==> src/rtl/riscv_pkg.sv <==
`default_nettype none
// ============================================================================
// Module      : riscv_pkg
// Description : Shared register-file constants and requester-id encodings.
// Revision    : 1.0 - initial release
// ============================================================================
package riscv_pkg;

   localparam int REG_W = 5;
   localparam int NREGS = 32;
   localparam logic [REG_W-1:0] REG_ZERO = 5'd0;

   // Requester ids, also the encoding of the round-robin priority flop
   localparam logic REQ_ALU = 1'b0;
   localparam logic REQ_LSU = 1'b1;

endpackage : riscv_pkg
`default_nettype wire

==> src/rtl/rr_arb2.sv <==
`default_nettype none
// ============================================================================
// Module      : rr_arb2
// Description : Two-requester round-robin arbiter. Combinational grant with a
//               priority flop that favours the requester not served last.
// Revision    : 1.0 - initial release
// ============================================================================
module rr_arb2
   import riscv_pkg::*;
(
   input  logic clk,
   input  logic rst_n,
   input  logic req0,
   input  logic req1,
   output logic gnt0,
   output logic gnt1,
   output logic prio
);

   logic r_prio;

   // Grant: a lone requester always wins; on contention prio picks the winner
   always_comb begin
      gnt0 = req0 & (~req1 | (r_prio == REQ_ALU));
      gnt1 = req1 & ~gnt0;
   end

   // Priority flips to the other requester after each grant, holds otherwise
   always_ff @(posedge clk or negedge rst_n) begin
      if (!rst_n) begin
         r_prio <= REQ_ALU;
      end else if (gnt0) begin
         r_prio <= REQ_LSU;
      end else if (gnt1) begin
         r_prio <= REQ_ALU;
      end
   end

   assign prio = r_prio;

endmodule : rr_arb2
`default_nettype wire

==> src/rtl/regs_wb_arb.sv <==
`default_nettype none
// ============================================================================
// Module      : regs_wb_arb
// Description : Write-back controller for the 32-entry register file. Shares
//               the single write port between ALU and LSU, tracks pending
//               destinations for RAW stalls and forwards a write that lands
//               on the same edge as a regfile read.
// Revision    : 1.0 - initial release
// ============================================================================
module regs_wb_arb
   import riscv_pkg::*;
#(
   parameter int W = 32
) (
   input  logic             clk,
   input  logic             rst_n,
   input  logic             alu_valid,
   output logic             alu_ready,
   input  logic [REG_W-1:0] alu_rd,
   input  logic [W-1:0]     alu_val,
   input  logic             lsu_valid,
   output logic             lsu_ready,
   input  logic [REG_W-1:0] lsu_rd,
   input  logic [W-1:0]     lsu_val,
   input  logic             issue_valid,
   input  logic [REG_W-1:0] issue_rd,
   input  logic             ren,
   input  logic [REG_W-1:0] rs1,
   input  logic [REG_W-1:0] rs2,
   output logic             stall,
   output logic             wen,
   output logic [REG_W-1:0] rd,
   output logic [W-1:0]     rd_val,
   output logic             fwd1_hit,
   output logic [W-1:0]     fwd1_val,
   output logic             fwd2_hit,
   output logic [W-1:0]     fwd2_val
);

   logic             w_gnt_alu;
   logic             w_gnt_lsu;
   logic             w_prio;
   logic             w_gnt_any;
   logic [REG_W-1:0] w_gnt_rd;
   logic [W-1:0]     w_gnt_val;
   logic [NREGS-1:0] w_pend_nxt;

   logic             r_wen;
   logic [REG_W-1:0] r_rd;
   logic [W-1:0]     r_rd_val;
   logic [NREGS-1:0] r_pending;
   logic             r_fwd1_hit;
   logic [W-1:0]     r_fwd1_val;
   logic             r_fwd2_hit;
   logic [W-1:0]     r_fwd2_val;

   rr_arb2 u_arb (
      .clk   (clk),
      .rst_n (rst_n),
      .req0  (alu_valid),
      .req1  (lsu_valid),
      .gnt0  (w_gnt_alu),
      .gnt1  (w_gnt_lsu),
      .prio  (w_prio)
   );

   // Select the granted request's destination and data
   always_comb begin
      w_gnt_any = w_gnt_alu | w_gnt_lsu;
      w_gnt_rd  = w_gnt_alu ? alu_rd  : lsu_rd;
      w_gnt_val = w_gnt_alu ? alu_val : lsu_val;
   end

   // Write port: one cycle after grant; x0 writes are swallowed here
   always_ff @(posedge clk or negedge rst_n) begin
      if (!rst_n) begin
         r_wen    <= 1'b0;
         r_rd     <= REG_ZERO;
         r_rd_val <= '0;
      end else if (w_gnt_any) begin
         r_wen    <= (w_gnt_rd != REG_ZERO);
         r_rd     <= w_gnt_rd;
         r_rd_val <= w_gnt_val;
      end else begin
         r_wen    <= 1'b0;
      end
   end

   // Scoreboard next state: clear the retiring write first so an issue to
   // the same register on the same edge leaves it pending
   always_comb begin
      w_pend_nxt = r_pending;
      if (r_wen) begin
         w_pend_nxt[r_rd] = 1'b0;
      end
      if (issue_valid && (issue_rd != REG_ZERO)) begin
         w_pend_nxt[issue_rd] = 1'b1;
      end
      w_pend_nxt[0] = 1'b0;
   end

   // Scoreboard register
   always_ff @(posedge clk or negedge rst_n) begin
      if (!rst_n) begin
         r_pending <= '0;
      end else begin
         r_pending <= w_pend_nxt;
      end
   end

   // Forwarding: the regfile read on this edge misses the write landing now
   always_ff @(posedge clk or negedge rst_n) begin
      if (!rst_n) begin
         r_fwd1_hit <= 1'b0;
         r_fwd1_val <= '0;
         r_fwd2_hit <= 1'b0;
         r_fwd2_val <= '0;
      end else if (ren) begin
         r_fwd1_hit <= r_wen && (r_rd == rs1) && (r_rd != REG_ZERO);
         r_fwd1_val <= r_rd_val;
         r_fwd2_hit <= r_wen && (r_rd == rs2) && (r_rd != REG_ZERO);
         r_fwd2_val <= r_rd_val;
      end else begin
         r_fwd1_hit <= 1'b0;
         r_fwd2_hit <= 1'b0;
      end
   end

   assign alu_ready = w_gnt_alu;
   assign lsu_ready = w_gnt_lsu;
   assign stall     = ren && (r_pending[rs1] || r_pending[rs2]);
   assign wen       = r_wen;
   assign rd        = r_rd;
   assign rd_val    = r_rd_val;
   assign fwd1_hit  = r_fwd1_hit;
   assign fwd1_val  = r_fwd1_val;
   assign fwd2_hit  = r_fwd2_hit;
   assign fwd2_val  = r_fwd2_val;

endmodule : regs_wb_arb
`default_nettype wire

==> config.mk <==
export PLATFORM = sky130hd
export DESIGN_NAME = regs_wb_arb
export DESIGN_NICKNAME = d
export VERILOG_FILES = /design/src/rtl/riscv_pkg.sv /design/src/rtl/rr_arb2.sv /design/src/rtl/regs_wb_arb.sv
export SDC_FILE = /design/constraint.sdc
export NUM_CORES = 1
export LEC_CHECK = 0
export CORE_MARGIN = 4
export CORE_UTILIZATION = 44
export DETAILED_ROUTE_END_ITERATION = 8
export GPL_ROUTABILITY_DRIVEN = 0
export PLACE_DENSITY_LB_ADDON = 0.1
export SLEW_MARGIN = 20
export SYNTH_ARGS = -nofsm -noshare
export SYNTH_HDL_FRONTEND = slang
export SYNTH_SLANG_ARGS = --single-unit
==> constraint.sdc <==
create_clock -name clk -period 2.61 [get_ports clk]
set_input_delay 0.522 -clock clk [delete_from_list [all_inputs] [get_ports clk]]
set_output_delay 0.522 -clock clk [all_outputs]
set_load 0.02 [all_outputs]
* Yosys cells after proc, flatten, opt, wreduce, memory -nomap -nowiden *
Index checks and enable logic that the tools add are counted.
W data, S select, Z words.

word-level totals
  register bits = 104

operators by class
  mux-type cells = 17
  reductions and logical operators = 13
  magnitude comparators = 6
  equal/unequal tests = 2
  bitwise gates (word level) = 10

operators by type and width
  operator              number
  $mux W32              3
  $and A32 B32 Y32      1
  $not A32 Y32          1
  $or A32 B32 Y32       1
  $lt A5 B6 Y1 const B  4
  $reduce_bool A5 Y1    3
  $bmux W1 S5           2
  $demux W1 S5          2
  $eq A5 B5 Y1          2
  $ge A5 B1 Y1 const B  2
  $mux W1               9
  $logic_and A1 B1 Y1   8
  $mux W5               1
  $not A1 Y1            3
  $and A1 B1 Y1         2
  $or A1 B1 Y1          2
  $reduce_bool A2 Y1    1
  $logic_or A1 B1 Y1    1

* Longest topological paths before layout *
Gate-level depths: netlist of the first run.

  depth after elaboration = 9
  gate-level depth with buffers = 6
  depth with buffers taken out = 5

* Cells and area by module *
A second synthesis of the first run with hierarchy kept.

second synthesis, totals
  cells, all modules = 473
  area, all modules = 5283.8 sq um

modules (own cells, without submodules)
  module       times used  cells an instance  area an instance (sq um)  sequential area each (sq um)
  regs_wb_arb  1           467                5230.0                    2577.5
  rr_arb2      1           6                  53.8                      25.0

* Worst setup path before layout of the first run *
No wires, ideal clock.

  kind = input-to-output
  start point = input port rs1[4]
  end point = output port stall
  setup slack = 178 ps
  stages = 6
  path buffers = 1
  arrival = 1910 ps
  cell sequence = buf_2 mux4_1 mux2_2 o22ai_1 a221o_1 nand3_1

on the way
  longest elaborated chain between the ends = 4

ends and longest elaborated chain
  element                        line                source
  start: declaration             regs_wb_arb.sv:28   input logic [REG_W-1:0] rs1,
  $bmux W1 S5                    regs_wb_arb.sv:131  assign stall = ren && (r_pending[rs1] || r_pending[rs2]);
  $mux W1 (implied by the code)  regs_wb_arb.sv:131
  $logic_or A1 B1 Y1             regs_wb_arb.sv:131
  $logic_and A1 B1 Y1            regs_wb_arb.sv:131
  end: declaration               regs_wb_arb.sv:30   output logic stall,

Every way passes these cells. The select of a mux whose other input is x is not followed.

* Final worst setup path of the first run *
Ends and elaborated chain as after synthesis.

==> flow_summary.rst, run 1 <==
.. list-table::
   :header-rows: 1

   * - Metric
     - Value
   * - Outcome
     - complete, but fails checks
   * - Failing checks
     - setup timing
   * - Wire length reported by the detailed router
     - 15.29 mm
   * - Pin count of the biggest net entering global routing
     - 74
   * - Yosys Warn Count
     - 0
   * - Worst Path Class, Setup
     - input port to output pin
   * - Critical Path, Cell by Cell
     - dlygate4sd2_1 > mux4_1 > mux2_2 > o22ai_2 > a221o_1 > nand3_1 > buf_6
   * - Sinks on Clock Net
     - 104
   * - Final Critical Period
     - 2622 ps
   * - Fraction of registers with async set/reset
     - 1.000
   * - Final global-route overflow total
     - 0
   * - Net Count, Synth
     - 563
   * - Placed wire-length estimate after detailed placement
     - 11.46 mm
   * - Buffers on Ports
     - 201
   * - Detailed-route vias per instance
     - 5.419
   * - Root buffer selected by CTS
     - sky130_fd_sc_hd__clkbuf_16
   * - Number of antenna violations at the first check in global routing
     - 0
   * - Core utilization of the finished layout
     - 0.6613
   * - Max incr delay on CP
     - 550 ps
   * - Avg WL per Cell
     - 19.08 um
   * - Total count of hold-check failures in the final report
     - 0
   * - Number of max-cap violations
     - 0
   * - Clock latency on the worst-skew pair
     - 350 ps
   * - Number of clock buffers inserted by TritonCTS
     - 9
   * - Number of enable flip-flop cells after synthesis
     - 0
   * - Tcrit/Tclk final
     - 1.005
   * - Worst Hold Slack
     - 100.9 ps
   * - Initial standard-cell utilization of the core
     - 0.4545
   * - Post-synthesis cell count
     - 468
   * - Required time of the critical path
     - 2090 ps
   * - Footprint of the multi-input gates
     - 2276 um^2
   * - DRC errors left
     - 0
   * - Remaining max-slew budget at the tightest pin
     - 0.6194
   * - Max clock buf depth
     - 2
   * - Primary FF master, synth
     - sky130_fd_sc_hd__dfrtp_1
   * - Max frequency
     - 0.3814 GHz
   * - Post-synth design cell area
     - 5256 um^2
   * - First-pass GRT wire length
     - 25.05 mm
   * - Power density over the cells
     - 746.8 nW/um^2
   * - Slowest cell on crit path
     - sky130_fd_sc_hd__mux4_1
   * - Die Span X
     - 117.3 um
   * - Worst vdd rail ir drop
     - 0.0004975 V
   * - Syn-to-layout area delta
     - 45.49%
   * - Diodes inserted
     - 0
   * - Static leakage
     - 3.156 nW
   * - Count of pins on the block boundary
     - 202
   * - Number of H-tree branching levels
     - 3
   * - Core Footprint
     - 11560 um^2
   * - Filler cells
     - 873
   * - Row count
     - 39
   * - Total Routing Usage GR
     - 0.2259
   * - Detailed-route via count
     - 4341
   * - Overall Power
     - 5.711 mW
   * - Count of buffering cells on the critical path with inverters included
     - 2
   * - Clock-pin slew reported for the worst setup and hold paths after clock tree synthesis
     - 70 ps
   * - Worst Clk Skew
     - 7.095 ps
   * - TritonCTS clock tree
     - yes
   * - Number of distinct standard cells referenced by the synthesized netlist
     - 34
   * - Die span in y
     - 117.3 um
   * - Net count, final
     - 749
   * - Type of the most critical hold path
     - input port to asynchronous set/reset pin
   * - Number of storage elements in the synthesis netlist
     - 104
   * - Iteration-0 DRC count of the detailed router
     - 237
   * - Floorplan die area
     - 13760 um^2
   * - Kind of cell with the highest combined delay on the critical path
     - multiplexers
   * - Least setup slack across all paths after layout
     - -11.87 ps
   * - Setup-failing EPs final
     - 1
   * - Arrival time at the worst endpoint
     - 2100 ps
   * - Final Max Slew Viols
     - 0
   * - Slew at the pin with the worst max-slew slack
     - 570.9 ps
   * - Setup TNS
     - -11.87 ps
   * - ANT nets after route
     - 0
   * - Fraction of final layout cells with drive strength greater than 1
     - 0.1641
   * - Portion of the post-synthesis area used by sequential elements
     - 0.4951
   * - Unrepaired setup endpoints after global routing
     - yes
   * - Via count of the first global-routing pass
     - 4756
   * - Per-instance average area after synthesis
     - 11.23 um^2
   * - Worst-path fanout max
     - 2
   * - Number of buffers added to fix hold violations after cts
     - 0
   * - Startpoint Class
     - input port
   * - Endpoint type of the worst setup path
     - output pin
   * - Sequential cell area
     - 2603 um^2
   * - 1st-pass router iterations
     - 5
[cells in the final DEF (no fill, tap or decap), types with 4 or more instances in the layout]
cell type                           n
sky130_fd_sc_hd__clkbuf_16          9
sky130_fd_sc_hd__dlygate4sd2_1      4
sky130_fd_sc_hd__xor2_1             4
sky130_fd_sc_hd__mux4_1             5
sky130_fd_sc_hd__mux2i_1           43
sky130_fd_sc_hd__mux4_2             9
sky130_fd_sc_hd__dfrtp_1          104
sky130_fd_sc_hd__mux2_2            34
sky130_fd_sc_hd__xnor2_1            6
sky130_fd_sc_hd__nand2_1           44
sky130_fd_sc_hd__inv_1              5
sky130_fd_sc_hd__o21ai_0          101
sky130_fd_sc_hd__nand3_1            6
sky130_fd_sc_hd__nor2_1             6
sky130_fd_sc_hd__buf_4             35
sky130_fd_sc_hd__nand3b_1          11
sky130_fd_sc_hd__clkdlybuf4s50_1  191
[state kept, by name (all words and copies together) (netlist names)]
name,count
rd,5
rd_val,32
wen,1
r_pending,31
fwd2_val,32
u_arb.prio,1
fwd1_hit,1
fwd2_hit,1
[where the power goes]
group	internal (mW)	switching [mW]	leakage, nW
logic	1.12	0.918	1.79
clock network	0.743	0.590	0.138
registers	1.99	0.350	1.22
total	3.85	1.86	3.16
[what timing repair did]
item / 4_1_cts / 5_1_grt
endpoints found under the setup margin: 1 / 1
pin swaps: 2 / 0
gates resized for setup: 20 / 0
buffers inserted: 4 / 0
[cells in the mapped netlist, types with 2 or more instances]
cell	n	area (um^2)
sky130_fd_sc_hd__a21oi_1	3	15.01
sky130_fd_sc_hd__buf_2	4	20.02
sky130_fd_sc_hd__buf_4	34	255.2
sky130_fd_sc_hd__buf_6	2	22.52
sky130_fd_sc_hd__clkbuf_1	22	82.58
sky130_fd_sc_hd__dfrtp_1	104	2603
sky130_fd_sc_hd__inv_1	5	18.77
sky130_fd_sc_hd__mux2_2	35	394.1
sky130_fd_sc_hd__mux2i_1	43	430.4
sky130_fd_sc_hd__mux4_1	5	131.4
sky130_fd_sc_hd__mux4_2	9	202.7
sky130_fd_sc_hd__nand2_1	44	165.2
sky130_fd_sc_hd__nand3_1	6	30.03
sky130_fd_sc_hd__nand3b_1	11	82.58
sky130_fd_sc_hd__nand4_1	2	12.51
sky130_fd_sc_hd__nor2_1	6	22.52
sky130_fd_sc_hd__nor2b_1	2	12.51
sky130_fd_sc_hd__nor3_1	3	15.01
sky130_fd_sc_hd__o21ai_0	101	505.5
sky130_fd_sc_hd__or3_1	2	12.51
sky130_fd_sc_hd__or3b_2	3	26.28
sky130_fd_sc_hd__or4_1	2	15.01
sky130_fd_sc_hd__xnor2_1	6	52.55
sky130_fd_sc_hd__xor2_1	4	35.03
[cell type report]
| class | count | area share |
|---|---|---|
| Clock buffer | 9 | 0.02945 |
| Clock inverter | 6 | 0.008835 |
| Inverter | 5 | 0.002454 |
| Multi-Input combinational cell | 297 | 0.2976 |
| Sequential cell | 104 | 0.3403 |
| Tap cell | 143 | 0.02340 |
| Timing Repair Buffer | 237 | 0.2979 |
[routing by layer]
metal,global-route usage,routed length [um],share of wire
met4,0.07258,285,0.019
met2,0.3750,7502,0.49
met1,0.2805,6195,0.41
met5,0,0,0
met3,0.07411,1302,0.085
[logic make-up after synthesis]
logic type	share of synthesized area
AO/OA/AOI/OAI	0.1119
XOR/XNOR	0.01666
buffers and inverters	0.07593
flip-flops	0.4951
multiplexers	0.2204
AND/OR/NAND/NOR	0.07998
[per-stage QoR]
stage | setup slack [ps] | std cells | cell area, um^2
finish | -11.87 | 801 | 7647
detailed placement | -769.6 | 782 | 7318
global placement | -737.4 | 782 | 7318
global route | -93.31 | 801 | 7647
CTS | -26.05 | 801 | 7647
floorplan | 178.3 | 468 | 5256
[worst reg2reg max path, delay by kind of cell, from the launching register on]
kind | cells | cell delay, ps
compound gates | 1 | 340
flops | 1 | 580
simple gates | 3 | 640
[path summary, 6_finish.rpt]
check / startpoint / end / slack, ps / cells past startpoint
worst max-delay path: rs1[4] / stall / -10 / 7
worst min-delay path: rst_n / r_pending[21] / 100 / 1
worst max register to register: rd[4] / fwd2_hit / 940 / 4
worst min register to register: r_pending[11] / r_pending[11] / 530 / 2
max in group asynchronous: rst_n / rd_val[27] / 1790 / 2
min in group clk: r_pending[11] / r_pending[11] / 530 / 2
No activity file was read; power rests on OpenSTA's default activity.
==> run 2: changes to the inputs <==
--- a/config.mk
+++ b/config.mk
@@ -5,6 +5,7 @@
 export SDC_FILE = /design/constraint.sdc
 export NUM_CORES = 1
 export LEC_CHECK = 0
+export ABC_AREA = 0
 export CORE_MARGIN = 4
 export CORE_UTILIZATION = 44
 export DETAILED_ROUTE_END_ITERATION = 8
@@ -13,4 +14,5 @@
 export SLEW_MARGIN = 20
 export SYNTH_ARGS = -nofsm -noshare
 export SYNTH_HDL_FRONTEND = slang
+export SYNTH_HIERARCHICAL = 1
 export SYNTH_SLANG_ARGS = --single-unit
==> run 2 against run 1 <==
Net effect:
- the run still ends with setup timing left
- combinational power up 13%
- design area increased by 0.33%
- first-iteration DRC count rose by 21%
- clock power fell by 3%
- critical endpoint unchanged
- die area up 0.49%
- sequential cell count stayed put
==> flow_summary.rst, run 2 <==
.. list-table::
   :header-rows: 1

   * - Metric
     - Value
   * - Primary FF master, synth
     - sky130_fd_sc_hd__dfrtp_1
   * - Core utilization of the finished layout
     - 0.6634 (+0.002164)
   * - Total count of hold-check failures in the final report
     - 0 (unchanged)
   * - Type of the most critical hold path
     - input port to asynchronous set/reset pin
   * - Tcrit/Tclk final
     - 1.014 (+0.009463)
   * - Floorplan die area
     - 13830 um^2 (+0.49%)
   * - Final Max Slew Viols
     - 0 (unchanged)
   * - Fraction of registers with async set/reset
     - 1.000 (unchanged)
   * - Row count
     - 39 (unchanged)
   * - Most common cell after layout, fill and taps aside
     - sky130_fd_sc_hd__clkdlybuf4s50_1
   * - Initial standard-cell utilization of the core
     - 0.4569 (+0.002380)
   * - Sinks on Clock Net
     - 104 (unchanged)
   * - Number of max-cap violations
     - 0 (unchanged)
   * - Worst-path fanout max
     - 4 (+2)
   * - Number of clock buffers inserted by TritonCTS
     - 9 (unchanged)
   * - Diodes inserted
     - 0 (unchanged)
   * - Root buffer selected by CTS
     - sky130_fd_sc_hd__clkbuf_16
   * - Outcome
     - complete, but fails checks
   * - Count of pins on the block boundary
     - 202 (unchanged)
   * - Final Critical Period
     - 2647 ps (+24.70 ps)
   * - DRC errors left
     - 0 (unchanged)
   * - Max frequency
     - 0.3778 GHz (-0.93%)
   * - Max clock buf depth
     - 2 (unchanged)
   * - Worst vdd rail ir drop
     - 0.0003627 V (-27%)
   * - Top post-synthesis cells by area
     - sky130_fd_sc_hd__dfrtp_1, sky130_fd_sc_hd__o21ai_0, sky130_fd_sc_hd__mux2i_1
   * - TritonCTS clock tree
     - yes
   * - Number of antenna violations at the first check in global routing
     - 1 (+1)
   * - Wire length reported by the detailed router
     - 15.68 mm (+2.6%)
   * - Yosys Warn Count
     - 6 (+6)
   * - Total Routing Usage GR
     - 0.2298 (+0.003945)
   * - Net count, final
     - 751 (+0.27%)
   * - Slew at the pin with the worst max-slew slack
     - 500.0 ps (-70.94 ps)
   * - Core Footprint
     - 11560 um^2 (unchanged)
   * - Final global-route overflow total
     - 0 (unchanged)
   * - 1st-pass router iterations
     - 5 (unchanged)
   * - Syn-to-layout area delta
     - 45.20%
   * - Cell area after placement
     - 7335 um^2 (+0.22%)
   * - Die span in y
     - 117.6 um (+0.24%)
   * - Worst Reg2Reg Path Length in Cells
     - 6 (+2)
   * - Worst Path Class, Setup
     - input port to output pin
   * - Die Span X
     - 117.6 um (+0.24%)
   * - Startpoint Class
     - input port
   * - Post-synth top cells
     - sky130_fd_sc_hd__dfrtp_1, sky130_fd_sc_hd__o21ai_0, sky130_fd_sc_hd__nand2_1, sky130_fd_sc_hd__mux2i_1, sky130_fd_sc_hd__mux2_2
   * - Fraction of final layout cells with drive strength greater than 1
     - 0.1634 (-0.0007449)
   * - Clock-pin slew reported for the worst setup and hold paths after clock tree synthesis
     - 70 ps (about the same)
   * - Termination of the worst setup path
     - stall
   * - Pin count of the biggest net entering global routing
     - 52 (-30%)
   * - Fin cells
     - 804 (+0.37%)
   * - Arrival time at the worst endpoint
     - 2120 ps (+20 ps)
   * - Least setup slack across all paths after layout
     - -36.57 ps (-24.70 ps)
   * - Number of H-tree branching levels
     - 3 (unchanged)
   * - Number of distinct standard cells referenced by the synthesized netlist
     - 38 (+12%)
   * - Endpoint type of the worst setup path
     - output pin
   * - Detailed-route via count
     - 4383 (+0.97%)
   * - Most used cells in the layout excluding fill and tap cells
     - sky130_fd_sc_hd__clkdlybuf4s50_1, sky130_fd_sc_hd__dfrtp_1, sky130_fd_sc_hd__o21ai_0, sky130_fd_sc_hd__nand2_1, sky130_fd_sc_hd__mux2i_1
   * - Total placed cells including tap cells
     - 784 (+0.26%)
   * - Worst Clk Skew
     - 11.87 ps (+4.775 ps)
   * - Number of enable flip-flop cells after synthesis
     - 0 (unchanged)
   * - Unrepaired setup endpoints after global routing
     - yes
   * - Number of storage elements in the synthesis netlist
     - 104 (unchanged)
   * - Setup-failing EPs final
     - 1 (unchanged)
   * - Post-route cell area
     - 7672 um^2 (+0.33%)
   * - Failing checks
     - setup timing
   * - ANT nets after route
     - 0 (unchanged)
   * - Via count of the first global-routing pass
     - 4599 (-3.3%)
   * - Power density over the cells
     - 787.5 nW/um^2 (+5.4%)
   * - Launching element of the worst setup path
     - rs1[4]
   * - Detailed-route vias per instance
     - 5.451 (+0.59%)
   * - Most frequently used cell type in the post-synthesis netlist
     - sky130_fd_sc_hd__dfrtp_1
   * - Required time of the critical path
     - 2090 ps (about the same)
   * - Capture point of the worst reg-to-reg path
     - rd_val[28]
   * - Buffers on Ports
     - 201 (unchanged)
   * - Cell taking the most area after synthesis
     - sky130_fd_sc_hd__dfrtp_1
   * - Placed wire-length estimate after detailed placement
     - 11.83 mm (+3.3%)
   * - First-pass GRT wire length
     - 25.32 mm (+1.1%)
   * - Clock latency on the worst-skew pair
     - 350 ps (about the same)
   * - Post-synthesis cell count
     - 473 (+1.1%)
   * - Portion of the post-synthesis area used by sequential elements
     - 0.4925 (-0.002579)
   * - Per-instance average area after synthesis
     - 11.17 um^2 (-0.54%)
   * - Setup TNS
     - -36.57 ps (-24.70 ps)
   * - Remaining max-slew budget at the tightest pin
     - 0.6667 (+0.04729)
   * - Flop-to-flop setup slack
     - 690 ps (-250 ps)
   * - Top-area cell type share of the netlist area
     - 0.4925 (-0.002579)
   * - Post-synth design cell area
     - 5284 um^2 (+0.52%)
   * - Beginning of the worst register-to-register path
     - u_arb/prio
   * - Number of buffers added to fix hold violations after cts
     - 0 (unchanged)
   * - Iteration-0 DRC count of the detailed router
     - 287 (+21%)
   * - Static leakage
     - 3.117 nW (-1.2%)
   * - Net Count, Synth
     - 568 (+0.89%)
   * - Avg WL per Cell
     - 19.51 um (+2.2%)
[run 2: changes by cell type after synthesis, sizes merged, moves of 2 or more]
cell | before | now
nand2 | 44 | 42
mux2i | 43 | 41
nand3 | 6 | 10
nor3 | 3 | 5
buf | 40 | 46
clkbuf | 22 | 15
o21ai | 101 | 98
xor2 | 4 | 0
xnor2 | 6 | 8
nand2b | 0 | 3
nand4 | 2 | 0
[run 2: timing repair]
action | 4_1_cts | 5_1_grt
pin swaps | 0 | 1
gates cloned | 1 | 0
buffers inserted | 2 | 1
setup endpoints to repair | 1 | 1
gates resized for setup | 20 | 2
[run 2: layer usage]
layer / share of wire / up-vias / global-route usage
met3: 0.079 / 24 / 0.06968
met2: 0.48 / 212 / 0.3667
met1: 0.42 / 2118 / 0.3010
met5: 0.00045 / - / 0
met4: 0.019 / 2 / 0.07546
li1: - / 2027 / -
[run 2: worst min-delay path by stage]
| stage | start | to | slack, ps |
|---|---|---|---|
| 2_1_floorplan | rst_n | fwd1_hit | 230 |
| 3_5_place_dp | rst_n | fwd1_hit | 450 |
| 4_1_cts | rst_n | fwd1_hit | 70 |
| 3_3_place_gp | rst_n | fwd1_hit | 440 |
| 5_1_grt | rst_n | fwd1_hit | 80 |
| 6_report | rst_n | fwd1_hit | 60 |
[run 2: final cells by class]
class | instances | area, um^2
sequential | 104 | 2603
tap | 143 | 178.9
timing repair buffer | 233 | 2291
inverter | 6 | 22.52
multi-input combinational | 302 | 2292
fill | 941 | 3892
clock inverter | 4 | 28.78
clock buffer | 12 | 256.5
[run 2: critical path: stages]
cell,delay [ps]
sky130_fd_sc_hd__clkdlybuf4s15_2,230
sky130_fd_sc_hd__mux4_1,540
sky130_fd_sc_hd__mux2_2,270
sky130_fd_sc_hd__o22ai_1,140
sky130_fd_sc_hd__a221o_1,200
sky130_fd_sc_hd__nand3_2,80
sky130_fd_sc_hd__buf_6,140
[run 2: report_power, final]
part / internal (mW) / switching (mW) / total, mW
Clock: 0.700 / 0.589 / 1.29
Sequential: 2.04 / 0.407 / 2.45
Combinational: 1.25 / 1.05 / 2.30
[run 2: kinds of logic (layout without fill, tap and decap cells)]
group	count (synthesis)	after routing	share of synthesized area
xor+xnor	8	8	0.01326
mux	91	91	0.2176
compound gates	112	112	0.1132
simple gates	91	91	0.08715
flops	104	104	0.4925
buf+inv	67	255	0.07625
[run 2: through the flow]
stage	hold WS (ps)	setup slack [ps]	power (mW)
final	61.86	-36.57	6.042
after global placement	443.6	-764.7	4.666
after global routing	76.12	-84.23	6.355
after detailed placement	448.3	-849.8	4.711
after CTS	65.42	-34.32	6.054
after floorplan	226.4	178.3	3.631
==> run 3: changes to the inputs <==
--- a/config.mk
+++ b/config.mk
@@ -11,7 +11,7 @@
 export DETAILED_ROUTE_END_ITERATION = 8
 export GPL_ROUTABILITY_DRIVEN = 0
 export PLACE_DENSITY_LB_ADDON = 0.1
-export SLEW_MARGIN = 20
+export SLEW_MARGIN = 10
 export SYNTH_ARGS = -nofsm -noshare
 export SYNTH_HDL_FRONTEND = slang
 export SYNTH_HIERARCHICAL = 1
==> constraint.sdc (replaced) <==
create_clock -name clk -period 2.61 [get_ports clk]
set_input_delay 0.522 -clock clk [delete_from_list [all_inputs] [get_ports clk]]
set_output_delay 0.522 -clock clk [all_outputs]
set_load 0.01 [all_outputs]
==> run 3 against run 2 <==
Net effect:
- the flow still finishes with violations (setup timing)
- clock skew fell by 4.2 ps
- register-to-register slack better by 250 ps
- non-clock buffer count shrank 6
- largest cell class unchanged
- cell count fell by 0.75%
- power down 3.3%
- sequential cell count unchanged
- clock-buffer cell count fell by 1
- wire length grew 0.85%
- global-route usage increased by 0.29 points
- utilization is 0.36 points lower
==> flow_summary.rst, run 3 (synthesized netlist as in run 2, its figures left out) <==
.. list-table::
   :header-rows: 1

   * - Metric
     - Value
   * - Total placed cells including tap cells
     - 779 (-0.64%)
   * - Post-route cell area
     - 7631 um^2 (-0.54%)
   * - ANT nets after route
     - 0 (unchanged)
   * - Avg WL per Cell
     - 19.82 um (+1.6%)
   * - Final global-route overflow total
     - 0 (unchanged)
   * - Worst vdd rail ir drop
     - 0.0004209 V (+16%)
   * - Clock-pin slew reported for the worst setup and hold paths after clock tree synthesis
     - 70 ps (about the same)
   * - Clock network fraction of total power
     - 0.233 (+0.020)
   * - First-pass GRT wire length
     - 25.69 mm (+1.5%)
   * - Most common cell after layout, fill and taps aside
     - sky130_fd_sc_hd__clkdlybuf4s50_1
   * - Diodes inserted
     - 0 (unchanged)
   * - Power density over the cells
     - 765.6 nW/um^2 (-2.8%)
   * - Wire length reported by the detailed router
     - 15.82 mm (+0.85%)
   * - Type of the most critical hold path
     - input port to asynchronous set/reset pin
   * - Static leakage
     - 3.092 nW (-0.81%)
   * - Total Routing Usage GR
     - 0.2328 (+0.002945)
   * - Setup-failing EPs final
     - 1 (unchanged)
   * - Max frequency
     - 0.3824 GHz (+1.2%)
   * - Via count of the first global-routing pass
     - 4678 (+1.7%)
   * - Net count, final
     - 745 (-0.80%)
   * - Floorplan die area
     - 13830 um^2 (unchanged)
   * - Root buffer selected by CTS
     - sky130_fd_sc_hd__clkbuf_16
   * - Placed wire-length estimate after detailed placement
     - 11.96 mm (+1.1%)
   * - Outcome
     - complete, but fails checks
   * - Least setup slack across all paths after layout
     - -5.217 ps (+31.35 ps)
   * - Final Max Slew Viols
     - 0 (unchanged)
   * - Fraction of final layout cells with drive strength greater than 1
     - 0.1542 (-0.009190)
   * - Remaining max-slew budget at the tightest pin
     - 0.6469 (-0.01977)
   * - DRC errors left
     - 0 (unchanged)
   * - Most used cells in the layout excluding fill and tap cells
     - sky130_fd_sc_hd__clkdlybuf4s50_1, sky130_fd_sc_hd__dfrtp_1, sky130_fd_sc_hd__o21ai_0, sky130_fd_sc_hd__nand2_1, sky130_fd_sc_hd__mux2i_1
   * - Die span in y
     - 117.6 um (unchanged)
   * - Failing checks
     - setup timing
   * - Share of total power consumed by net switching
     - 0.3097 (-0.02947)
   * - Max clock buf depth
     - 2 (unchanged)
   * - Clock latency on the worst-skew pair
     - 350 ps (about the same)
   * - Pin count of the biggest net entering global routing
     - 52 (unchanged)
   * - Arrival time at the worst endpoint
     - 2090 ps (-30 ps)
   * - Syn-to-layout area delta
     - 44.42%
   * - Cell area after placement
     - 7310 um^2 (-0.34%)
   * - Number of max-cap violations
     - 0 (unchanged)
   * - Worst-path fanout max
     - 2 (-2)
   * - P_sw
     - 1.809 mW (-12%)
   * - Initial standard-cell utilization of the core
     - 0.4569 (unchanged)
   * - Iteration-0 DRC count of the detailed router
     - 306 (+6.6%)
   * - Detailed-route vias per instance
     - 5.516 (+1.2%)
   * - Die Span X
     - 117.6 um (unchanged)
   * - Core Footprint
     - 11560 um^2 (unchanged)
   * - Required time of the critical path
     - 2090 ps (about the same)
   * - Worst Hold Slack
     - 81.44 ps (+19.59 ps)
   * - Tcrit/Tclk final
     - 1.002 (-0.01201)
   * - TritonCTS clock tree
     - yes
   * - Fin cells
     - 798 (-0.75%)
   * - Worst Clk Skew
     - 7.704 ps (-4.166 ps)
   * - 1st-pass router iterations
     - 4 (-1)
   * - Buffers on Ports
     - 201 (unchanged)
   * - Startpoint Class
     - input port
   * - Total count of hold-check failures in the final report
     - 0 (unchanged)
   * - Number of antenna violations at the first check in global routing
     - 0 (-1)
   * - Detailed-route via count
     - 4402 (+0.43%)
   * - Proportion of power drawn by flip-flops and latches
     - 0.421 (+0.015)
   * - Sinks on Clock Net
     - 104 (unchanged)
   * - Flop-to-flop setup slack
     - 940 ps (+250 ps)
   * - Internal Dissipation
     - 4.033 mW (+1.0%)
   * - Row count
     - 39 (unchanged)
   * - Number of H-tree branching levels
     - 3 (unchanged)
   * - Number of buffers added to fix hold violations after cts
     - 0 (unchanged)
   * - Endpoint type of the worst setup path
     - output pin
   * - Share of total power in combinational logic
     - 0.346 (-0.035)
   * - Worst Reg2Reg Path Length in Cells
     - 5 (-1)
   * - Final Critical Period
     - 2615 ps (-31.35 ps)
   * - Slew at the pin with the worst max-slew slack
     - 529.6 ps (+29.66 ps)
   * - Number of clock buffers inserted by TritonCTS
     - 9 (unchanged)
   * - Worst Path Class, Setup
     - input port to output pin
   * - Unrepaired setup endpoints after global routing
     - yes
   * - Count of pins on the block boundary
     - 202 (unchanged)
==> run 3: changes by cell type in the layout (fill, tap and decap cells not counted), sizes merged <==
cell	before	now
dlygate4sd2	2	3
clkdlybuf4s15	3	2
clkinv	2	3
bufinv	0	1
clkbuf	12	11
buf	35	30
bufbuf	1	0
clkinvlp	2	1
==> run 3: layout make-up <==
type                            count  area [um^2]
Fill cell                         931         3934
Sequential cell                   104         2603
Multi-Input combinational cell    302         2296
Timing Repair Buffer              227         2232
Clock buffer                       11        242.7
Tap cell                          143        178.9
Clock inverter                      5        56.30
Inverter                            6        22.52
==> run 3: through the flow <==
step	TNS, ps	setup slack [ps]	power [mW]	util
final	-5.217	-5.217	5.842	0.6599
after global routing	-85.28	-85.28	6.177	0.6599
after CTS	-14.80	-14.80	5.861	0.6589
after floorplan	0	248.1	3.398	-
after global placement	-721.5	-721.5	4.418	0.6320
after detailed placement	-771.1	-771.1	4.456	0.6320
==> run 3: metal layers <==
layer | part of all wire | vias to the layer above | global-route usage
met4 | 0.016 | 0 | 0.07912
li1 | - | 2011 | -
met5 | 0 | - | 0
met3 | 0.095 | 21 | 0.06728
met2 | 0.48 | 231 | 0.3833
met1 | 0.41 | 2139 | 0.2955
==> run 3: power by group through the flow <==
stage                     clock network (mW)  registers [mW]  logic, mW
final                                   1.36            2.46       2.02
after global routing                    1.48            2.52       2.18
after CTS                               1.39            2.45       2.02
after detailed placement                   0            2.48       1.97
after global placement                     0            2.48       1.93
after floorplan                            0            2.39       1.01
==> run 3: path summary, 6_finish.rpt <==
| kind | start | endpoint |
|---|---|---|
| worst max register to register | u_arb/prio | rd[2] |
| worst min register to register | rd_val[21] | fwd1_val[21] |
| worst min-delay path | rst_n | r_pending[16] |
| min in group clk | rd_val[21] | fwd1_val[21] |
| worst max-delay path | rs1[4] | stall |
| max in group asynchronous | rst_n | fwd1_val[19] |
==> run 3: what timing repair did <==
item	4_1_cts	5_1_grt
setup endpoints to repair	1	1
setup buffers	3	0
resized for setup	17	2
gates cloned	0	0
==> run 3: critical path, cell delays in order <==
cell and delay (ps):
sky130_fd_sc_hd__clkdlybuf4s15_2 210, sky130_fd_sc_hd__mux4_1 540, sky130_fd_sc_hd__mux2_2 270, sky130_fd_sc_hd__o22ai_1 140, sky130_fd_sc_hd__a221o_1 190, sky130_fd_sc_hd__nand3_2 80
sky130_fd_sc_hd__buf_6 130
